$ cat src/rtl/spi_packet_decoder.sv
`default_nettype none
// ============================================================================
//  Module      : spi_packet_decoder
//  Description : Assembles 4-byte SPI packets (brush/colour/x/y) into
//                pixel-write commands, range-checks the coordinates against
//                the active VGA area and presents one command at a time on a
//                valid/ready interface.
//  Revision    : 1.0 - initial release
// ----------------------------------------------------------------------------
//  Ports
//    clk          in   pixel clock (only clock)
//    reset_n      in   asynchronous active-low reset
//    frame_active in   SPI chip-select active, synchronous to clk
//    byte_valid   in   one-cycle strobe qualifying byte_data
//    byte_data    in   [7:0] received SPI byte
//    wr_valid     out  command pending in the output slot
//    wr_ready     in   pixel store accepts the command this cycle
//    wr_x         out  [9:0] x coordinate
//    wr_y         out  [9:0] y coordinate
//    wr_color     out  [2:0] colour code
//    wr_brush     out  brush enable
//    drop_cnt     out  [7:0] saturating count of discarded packets
//    busy         out  FSM is part-way through a packet
// ============================================================================
module spi_packet_decoder #(
  parameter int H_ACTIVE = 640,
  parameter int V_ACTIVE = 480
) (
  input  logic       clk,
  input  logic       reset_n,
  input  logic       frame_active,
  input  logic       byte_valid,
  input  logic [7:0] byte_data,
  output logic       wr_valid,
  input  logic       wr_ready,
  output logic [9:0] wr_x,
  output logic [9:0] wr_y,
  output logic [2:0] wr_color,
  output logic       wr_brush,
  output logic [7:0] drop_cnt,
  output logic       busy
);

  localparam logic [10:0] H_LIM = 11'(H_ACTIVE);
  localparam logic [10:0] V_LIM = 11'(V_ACTIVE);
  localparam logic [1:0]  SYNC  = 2'b10;

  typedef enum logic [1:0] {
    S_HDR = 2'd0,
    S_XLO = 2'd1,
    S_YHI = 2'd2,
    S_YLO = 2'd3
  } state_t;

  state_t     state;
  state_t     state_next;

  // Fields captured from the first three bytes of the packet in flight
  logic       hdr_brush;
  logic [2:0] hdr_color;
  logic [1:0] x_hi;
  logic [7:0] x_lo;
  logic [1:0] y_hi;

  logic       take;
  logic [9:0] pkt_x;
  logic [9:0] pkt_y;
  logic       in_range;
  logic       load;
  logic       drop;

  // Bytes are only honoured while the frame is active; an abort wins over
  // a byte arriving in the same cycle.
  assign take  = frame_active & byte_valid;
  // y low byte is used straight off the bus so the command loads at the B3 edge
  assign pkt_x = {x_hi, x_lo};
  assign pkt_y = {y_hi, byte_data};
  assign in_range = ({1'b0, pkt_x} < H_LIM) && ({1'b0, pkt_y} < V_LIM);

  // --------------------------------------------------------------------------
  // Next-state / control
  // --------------------------------------------------------------------------
  always_comb begin
    state_next = state;
    load       = 1'b0;
    drop       = 1'b0;
    if (!frame_active) begin
      state_next = S_HDR;
    end else if (byte_valid) begin
      unique case (state)
        S_HDR: begin
          if (byte_data[7:6] == SYNC) state_next = S_XLO;
          else                         drop       = 1'b1;
        end
        S_XLO: state_next = S_YHI;
        S_YHI: state_next = S_YLO;
        S_YLO: begin
          state_next = S_HDR;
          if (!in_range) begin
            drop = 1'b1;
          end else if (!wr_valid || wr_ready) begin
            // Slot is empty or being drained at this very edge
            load = 1'b1;
          end else begin
            drop = 1'b1;
          end
        end
        default: state_next = S_HDR;
      endcase
    end
  end

  // --------------------------------------------------------------------------
  // State, busy and packet field capture
  // --------------------------------------------------------------------------
  always_ff @(posedge clk or negedge reset_n) begin
    if (!reset_n) begin
      state     <= S_HDR;
      busy      <= 1'b0;
      hdr_brush <= 1'b0;
      hdr_color <= 3'd0;
      x_hi      <= 2'd0;
      x_lo      <= 8'd0;
      y_hi      <= 2'd0;
    end else begin
      state <= state_next;
      busy  <= (state_next != S_HDR);
      if (take) begin
        unique case (state)
          S_HDR: begin
            hdr_brush <= byte_data[5];
            hdr_color <= byte_data[4:2];
            x_hi      <= byte_data[1:0];
          end
          S_XLO:   x_lo <= byte_data;
          S_YHI:   y_hi <= byte_data[1:0];
          default: ;
        endcase
      end
    end
  end

  // --------------------------------------------------------------------------
  // Output slot: fields change only when a new command loads, so they hold
  // steady for as long as wr_valid is up and the sink stalls.
  // --------------------------------------------------------------------------
  always_ff @(posedge clk or negedge reset_n) begin
    if (!reset_n) begin
      wr_valid <= 1'b0;
      wr_x     <= 10'd0;
      wr_y     <= 10'd0;
      wr_color <= 3'd0;
      wr_brush <= 1'b0;
    end else begin
      if (load) begin
        wr_valid <= 1'b1;
        wr_x     <= pkt_x;
        wr_y     <= pkt_y;
        wr_color <= hdr_color;
        wr_brush <= hdr_brush;
      end else if (wr_valid && wr_ready) begin
        wr_valid <= 1'b0;
      end
    end
  end

  // --------------------------------------------------------------------------
  // Discard counter, saturating at 255
  // --------------------------------------------------------------------------
  always_ff @(posedge clk or negedge reset_n) begin
    if (!reset_n) begin
      drop_cnt <= 8'd0;
    end else if (drop && (drop_cnt != 8'hFF)) begin
      drop_cnt <= drop_cnt + 8'd1;
    end
  end

endmodule
`default_nettype wire

$ cat config.mk
export PLATFORM = sky130hd
export DESIGN_NAME = spi_packet_decoder
export DESIGN_NICKNAME = d
export VERILOG_FILES = /design/src/rtl/spi_packet_decoder.sv
export SDC_FILE = /design/constraint.sdc
export NUM_CORES = 1
export LEC_CHECK = 0
export ABC_AREA = 1
export ABC_CLOCK_PERIOD_IN_PS = 2740
export BUFFER_PORTS_ARGS = -buffer_cell sky130_fd_sc_hd__buf_2
export CAP_MARGIN = 20
export CORE_MARGIN = 2
export CORE_UTILIZATION = 51
export DETAILED_ROUTE_END_ITERATION = 7
export PLACE_DENSITY_LB_ADDON = 0.2
export SLEW_MARGIN = 10
export SYNTH_ARGS = -nofsm -noshare
export SYNTH_HDL_FRONTEND = slang
export SYNTH_SLANG_ARGS = --single-unit
$ cat constraint.sdc
create_clock -name clk -period 2.74 [get_ports clk]
set_input_delay 0.274 -clock clk [delete_from_list [all_inputs] [get_ports clk]]
set_output_delay 0.274 -clock clk [all_outputs]
set_load 0.01 [all_outputs]
==> reports/summary.txt, run 1 <==
Static Leak -> 1.53 nW
Final setup fails -> 0
Post-DRT Antenna Nets -> 0
Rows -> 24
Syn Nets -> 266
WP buf/inv -> 1
HPWL after DPL -> 2.96 mm
Crit path top cell by count -> nand2_1
CP max-delay cell -> dfrtp_1
RSZ-0062 raised after global routing -> no
Max-Cap Viols -> 0
Reg2reg end -> drop_cnt[7]
Synth area leader -> dfrtp_1
Die area -> 4970 um2
Most common cell after layout, fill and taps aside -> nand2_1
Number of global-route vias before repair -> 1619
Hold_buf cts -> 1
Yosys Warn Count -> 0
DR iter-0 viols -> 134
Post-synth top area share -> 0.577
Final #Nets -> 315
Synth area leaders -> dfrtp_1 58%, nand2_1 17%, o21ai_0 4.0%
Final hold vios -> 0
Overall Global Routing Usage -> 0.185
Most frequent cells in the layout -> 103 x nand2_1, 52 x dfrtp_1, 46 x buf_2
Vias -> 1686
Worst Setup Start Kind -> flop
Slew HR -> 0.681
Final period util -> 0.599
P per Cell Area -> 730 nW/um2
Cts bufs inserted -> 5
Clk buf depth -> 2
TritonCTS clock tree -> yes
Diodes inserted -> 0
Reg2reg path depth -> 8
Final weighted congestion in routability-driven placement -> 0.845
Min-Delay Startpoint -> wr_ready
Routed wire length -> 4.26 mm
Layout Skew -> 0.00831 ns
Worst-Margin Slew -> 0.478 ns
Mapped cell area -> 2260 um2
HP Class -> input port to flop
Worst hold path depth -> 4
Critical path's largest stage delay -> 0.40 ns
Worst-path clk slew -> 0.09 ns
Boundary Pins -> 47
Clock Sinks -> 52
Avg Vias per Cell -> 4.82
CP Class -> flop to flop
Final TNS setup -> 0 ns
Die Width -> 70.5 um
Clk root buf -> clkbuf_8
First-pass GRT wire length -> 7.29 mm
Drt drc -> 0
Distinct cell type count after synthesis -> 25
Post-place setup slack -> 1.11 ns
Critical path arrival -> 1.84 ns
Fin crit period -> 1.64 ns
FMAX -> 609 MHz
Largest vdd supply drop -> 0.362 mV
Initial Util -> 0.525
FF+latch count, synth -> 52
I/O Buffers -> 46
Worst path top cell family by delay -> simple AND/OR/NAND/NOR gates
Sequential-to-total area share from yosys stat -> 0.577
Slack of the critical path -> 1.10 ns
Area growth syn-to-layout -> 15.6%
CTS H-tree depth -> 2
Cells after Synth -> 248
Skew-Pair Late Insertion Delay -> 0.30 ns
Post-CTS sizing -> 0
GRT overflow -> 0
Slew Limit Fails -> 0
Die Y-Extent -> 70.5 um
Worst setup EP type -> flop
Share of layout cells above drive strength 1 -> 0.228
Placeable Area -> 4290 um2
R2R Path Start -> state[0]
Pin count of the biggest net entering global routing -> 34
Syn_area_per_cell -> 9.10 um2
DR pass1 iterations -> 4
WP data required -> 2.94 ns
Initial antenna violation count -> 0
Routed len/inst -> 12.2 um
Worst-path maximum fanout -> 9
R2R setup slack -> 1.10 ns
CP Cell Sequence -> inv_1, ha_1, nor2_4, nand2_1, a21oi_4, nand2_4, nand2_1, nand2_1
Status -> complete, no violations
Fillers -> 397
Post-CTS Setup Inserts -> 0
Hold Path End -> wr_valid
==> tightest hold or removal path, cell delays in order <==
cell and delay (ns):
buf_2 0.07, inv_1 0.05, nand2_1 0.05, nand2_1 0.04
==> state kept, by name, summed over array words and instances (netlist names) <==
register / count
drop_cnt: 8
y_hi: 2
hdr_brush: 1
busy: 1
x_lo: 8
x_hi: 2
wr_color: 3
hdr_color: 3
wr_y: 10
wr_valid: 1
wr_x: 10
wr_brush: 1
state: 2
==> stage by stage <==
stage	utilization	std cells	hold slack (ns)	area (um2)	power [W]
2_1_floorplan	-	248	-0.0216	2260	0.00131
3_3_place_gp	0.584	341	0.241	2510	0.00146
3_5_place_dp	0.584	341	0.241	2510	0.00148
4_1_cts	0.608	350	0.216	2610	0.00193
5_1_grt	0.608	350	0.231	2610	0.00204
6_report	0.608	350	0.226	2610	0.00191
==> area by class of cell <==
cell class / instances / area [um2] / area share
multi-input cells: 168 / 818 / 0.314
repair buffers: 48 / 248 / 0.0950
well taps: 52 / 65.1 / 0.0249
inverters: 22 / 85.1 / 0.0326
flip-flops and latches: 52 / 1300 / 0.499
clock buffers: 5 / 68.8 / 0.0264
clock inverters: 3 / 22.5 / 0.00863
==> where the power goes <==
part           total (W)  internal (W)  switching [W]
clock           0.000439      0.000183       0.000256
sequential       0.00105      0.000932       0.000113
combinational   0.000421      0.000177       0.000244
total            0.00191       0.00129       0.000613
==> metal layers <==
layer | global-route usage | routed length [um] | up-vias
met2 | 0.294 | 1900 | 39
met5 | 0 | 0 | -
met4 | 0.0662 | 42 | 0
li1 | - | - | 870
met3 | 0.0418 | 209 | 4
met1 | 0.251 | 2110 | 773
==> synthesized netlist by cell type, drive strengths merged <==
| cell | n |
|---|---|
| a21oi | 3 |
| buf | 6 |
| dfrtp | 52 |
| ha | 5 |
| inv | 22 |
| nand2 | 106 |
| nand3 | 11 |
| nand3b | 1 |
| nor2 | 8 |
| o21ai | 27 |
| o22ai | 1 |
| o31ai | 1 |
| xor2 | 5 |
==> worst max-delay path by stage <==
stage               depth (start not counted)          end     start  slack [ns]
finish                                      8  drop_cnt[7]  state[0]        1.10
global route                                8  drop_cnt[3]  state[0]        0.92
CTS                                         8  drop_cnt[2]  state[0]        1.10
detailed placement                          8  drop_cnt[2]  state[0]        1.11
global placement                            8  drop_cnt[4]  state[0]        1.17
floorplan                                   8  drop_cnt[4]  state[0]        1.25
==> cells by family (layout without fill, tap and decap cells) <==
family          Yosys count  count (layout)  synth area share
compound gates           32              32            0.0860
xor+xnor                  5               5            0.0194
fa+ha+maj                 5               5            0.0277
buf+inv                  28              78            0.0605
flops                    52              52             0.577
simple gates            126             126             0.230
No activity file was read; power rests on OpenSTA's default activity.
==> run 2: changes to the inputs <==
Settings changed: ABC_CLOCK_PERIOD_IN_PS 2740 to 1500, CORE_UTILIZATION 51 to 48.
Clock period 2.74 ns to 1.5 ns, I/O delays scaled along.
==> reports/summary.txt, run 2 (synthesis results as in run 1) <==
Status -> complete, no violations
Biggest regs -> wr_x x10, wr_y x10
Clk pwr share -> 0.261
Worst-path clk slew -> 0.09 ns
Final setup fails -> 0
Largest vdd supply drop -> 0.772 mV
Worst Setup Start Kind -> flop
Overall Global Routing Usage -> 0.180
Slew Limit Fails -> 0
R2R setup slack -> 0.12 ns
Slew HR -> 0.757
Worst setup EP type -> flop
Die area -> 5260 um2
First-pass GRT wire length -> 7.40 mm
Area growth syn-to-layout -> 22.5%
Rows -> 24
Reg2reg path depth -> 8
P per Cell Area -> 1350 nW/um2
Part of the power in registers -> 0.508
CTS H-tree depth -> 2
Avg Vias per Cell -> 4.82
Max-Cap Viols -> 0
Worst-path maximum fanout -> 8
Initial Util -> 0.508
Most frequent cells in the layout -> 102 x nand2_1, 52 x dfrtp_1, 46 x buf_2
FMAX -> 724 MHz
Sw Pwr -> 0.00113 W
R2R Path Start -> state[0]
Final #Nets -> 324
Final Util -> 0.622
Clk root buf -> clkbuf_8
Clock Sinks -> 52
Placeable Area -> 4440 um2
Static Leak -> 1.60 nW
Diodes inserted -> 0
Layout Skew -> 0.00498 ns
GRT overflow -> 0
I/O Buffers -> 46
Number of global-route vias before repair -> 1620
Routed len/inst -> 12.0 um
Sw Share -> 0.304
Die Y-Extent -> 72.6 um
Most common cell after layout, fill and taps aside -> nand2_1
WHS -> 0.0862 ns
Skew-Pair Late Insertion Delay -> 0.31 ns
HP Class -> input port to flop
Drt drc -> 0
WP data required -> 1.75 ns
Share of layout cells above drive strength 1 -> 0.264
Initial antenna violation count -> 0
Final weighted congestion in routability-driven placement -> 0.771
Fillers -> 394
Vias -> 1732
Routed wire length -> 4.32 mm
DR pass1 iterations -> 4
Fin crit period -> 1.38 ns
Boundary Pins -> 47
Cts bufs inserted -> 5
CP Class -> flop to flop
Crit path launch -> state[0]
RSZ-0062 raised after global routing -> no
HPWL after DPL -> 2.99 mm
Gate power share -> 0.232
Cell internal pwr -> 0.00259 W
Pin count of the biggest net entering global routing -> 53
Critical path arrival -> 1.63 ns
DR iter-0 viols -> 99
CP endpoint -> drop_cnt[6]
TritonCTS clock tree -> yes
Die Width -> 72.6 um
Clk buf depth -> 2
Post-DRT Antenna Nets -> 0
Worst-Margin Slew -> 0.364 ns
Reg2reg end -> drop_cnt[6]
Final TNS setup -> 0 ns
Final period util -> 0.920
Final hold vios -> 0
==> run 2: changes by cell type in the layout (fill, tap and decap cells not counted), sizes merged <==
cell	previous run	this run
clkinv	2	0
clkbuf	5	6
bufinv	0	1
buf	47	56
==> run 2: cell type report <==
cell class	instances	area [um2]	share of cell area
Tap cell	52	65.1	0.0235
Clock inverter	2	38.8	0.0140
Timing Repair Buffer	57	365	0.132
Sequential cell	52	1300	0.471
Multi-Input combinational cell	168	836	0.302
Inverter	22	85.1	0.0308
Clock buffer	6	72.6	0.0263
==> run 2: repair_timing <==
item                                    4_1_cts  5_1_grt
resized for setup                             0        5
buffers inserted                              0        1
hold buffers                                  1        0
endpoints found under the setup margin        0       13
hold endpoints to repair                     52        0
==> run 2: worst min path at each step <==
stage / startpoint / to / slack, ns / cells past startpoint
3_5_place_dp: reset_n / wr_x[0] / 0.17 / 2
4_1_cts: wr_ready / wr_valid / 0.08 / 4
5_1_grt: wr_ready / wr_valid / 0.11 / 4
2_1_floorplan: reset_n / busy / -0.15 / 0
6_report: wr_ready / wr_valid / 0.09 / 4
3_3_place_gp: reset_n / wr_y[9] / 0.17 / 2
==> run 2: stage by stage <==
step	instance area, um2	power, W	std cells	setup slack [ns]
2_1_floorplan	2260	0.00239	248	0.0100
3_3_place_gp	2610	0.00274	349	0.0713
3_5_place_dp	2610	0.00277	349	0.0316
4_1_cts	2730	0.00375	358	0.0181
5_1_grt	2760	0.00395	359	0.0202
6_report	2760	0.00372	359	0.119
==> run 2: worst max-delay path, cell delays in order (launching register included) <==
cell and delay (ns):
dfrtp_1 0.40, inv_2 0.09, ha_4 0.21, nor2_4 0.10, nand2_2 0.07, a21oi_4 0.18, buf_12 0.14, nand3_1 0.07
nand2_1 0.08
==> run 2: layer usage <==
| layer | up-vias | GRT usage | share of wire |
|---|---|---|---|
| met1 | 796 | 0.258 | 0.52 |
| met3 | 7 | 0.0500 | 0.055 |
| li1 | 885 | - | - |
| met5 | - | 0 | 0 |
| met2 | 44 | 0.261 | 0.41 |
| met4 | 0 | 0.0679 | 0.016 |
==> run 2: power by group through the flow <==
| stage | combinational [W] | clock, W | sequential (W) |
|---|---|---|---|
| floorplan | 0.000399 | 0 | 0.00199 |
| global placement | 0.000832 | 0 | 0.00191 |
| detailed placement | 0.000854 | 0 | 0.00191 |
| CTS | 0.000864 | 0.000997 | 0.00189 |
| global route | 0.000984 | 0.00104 | 0.00193 |
| finish | 0.000862 | 0.000970 | 0.00189 |
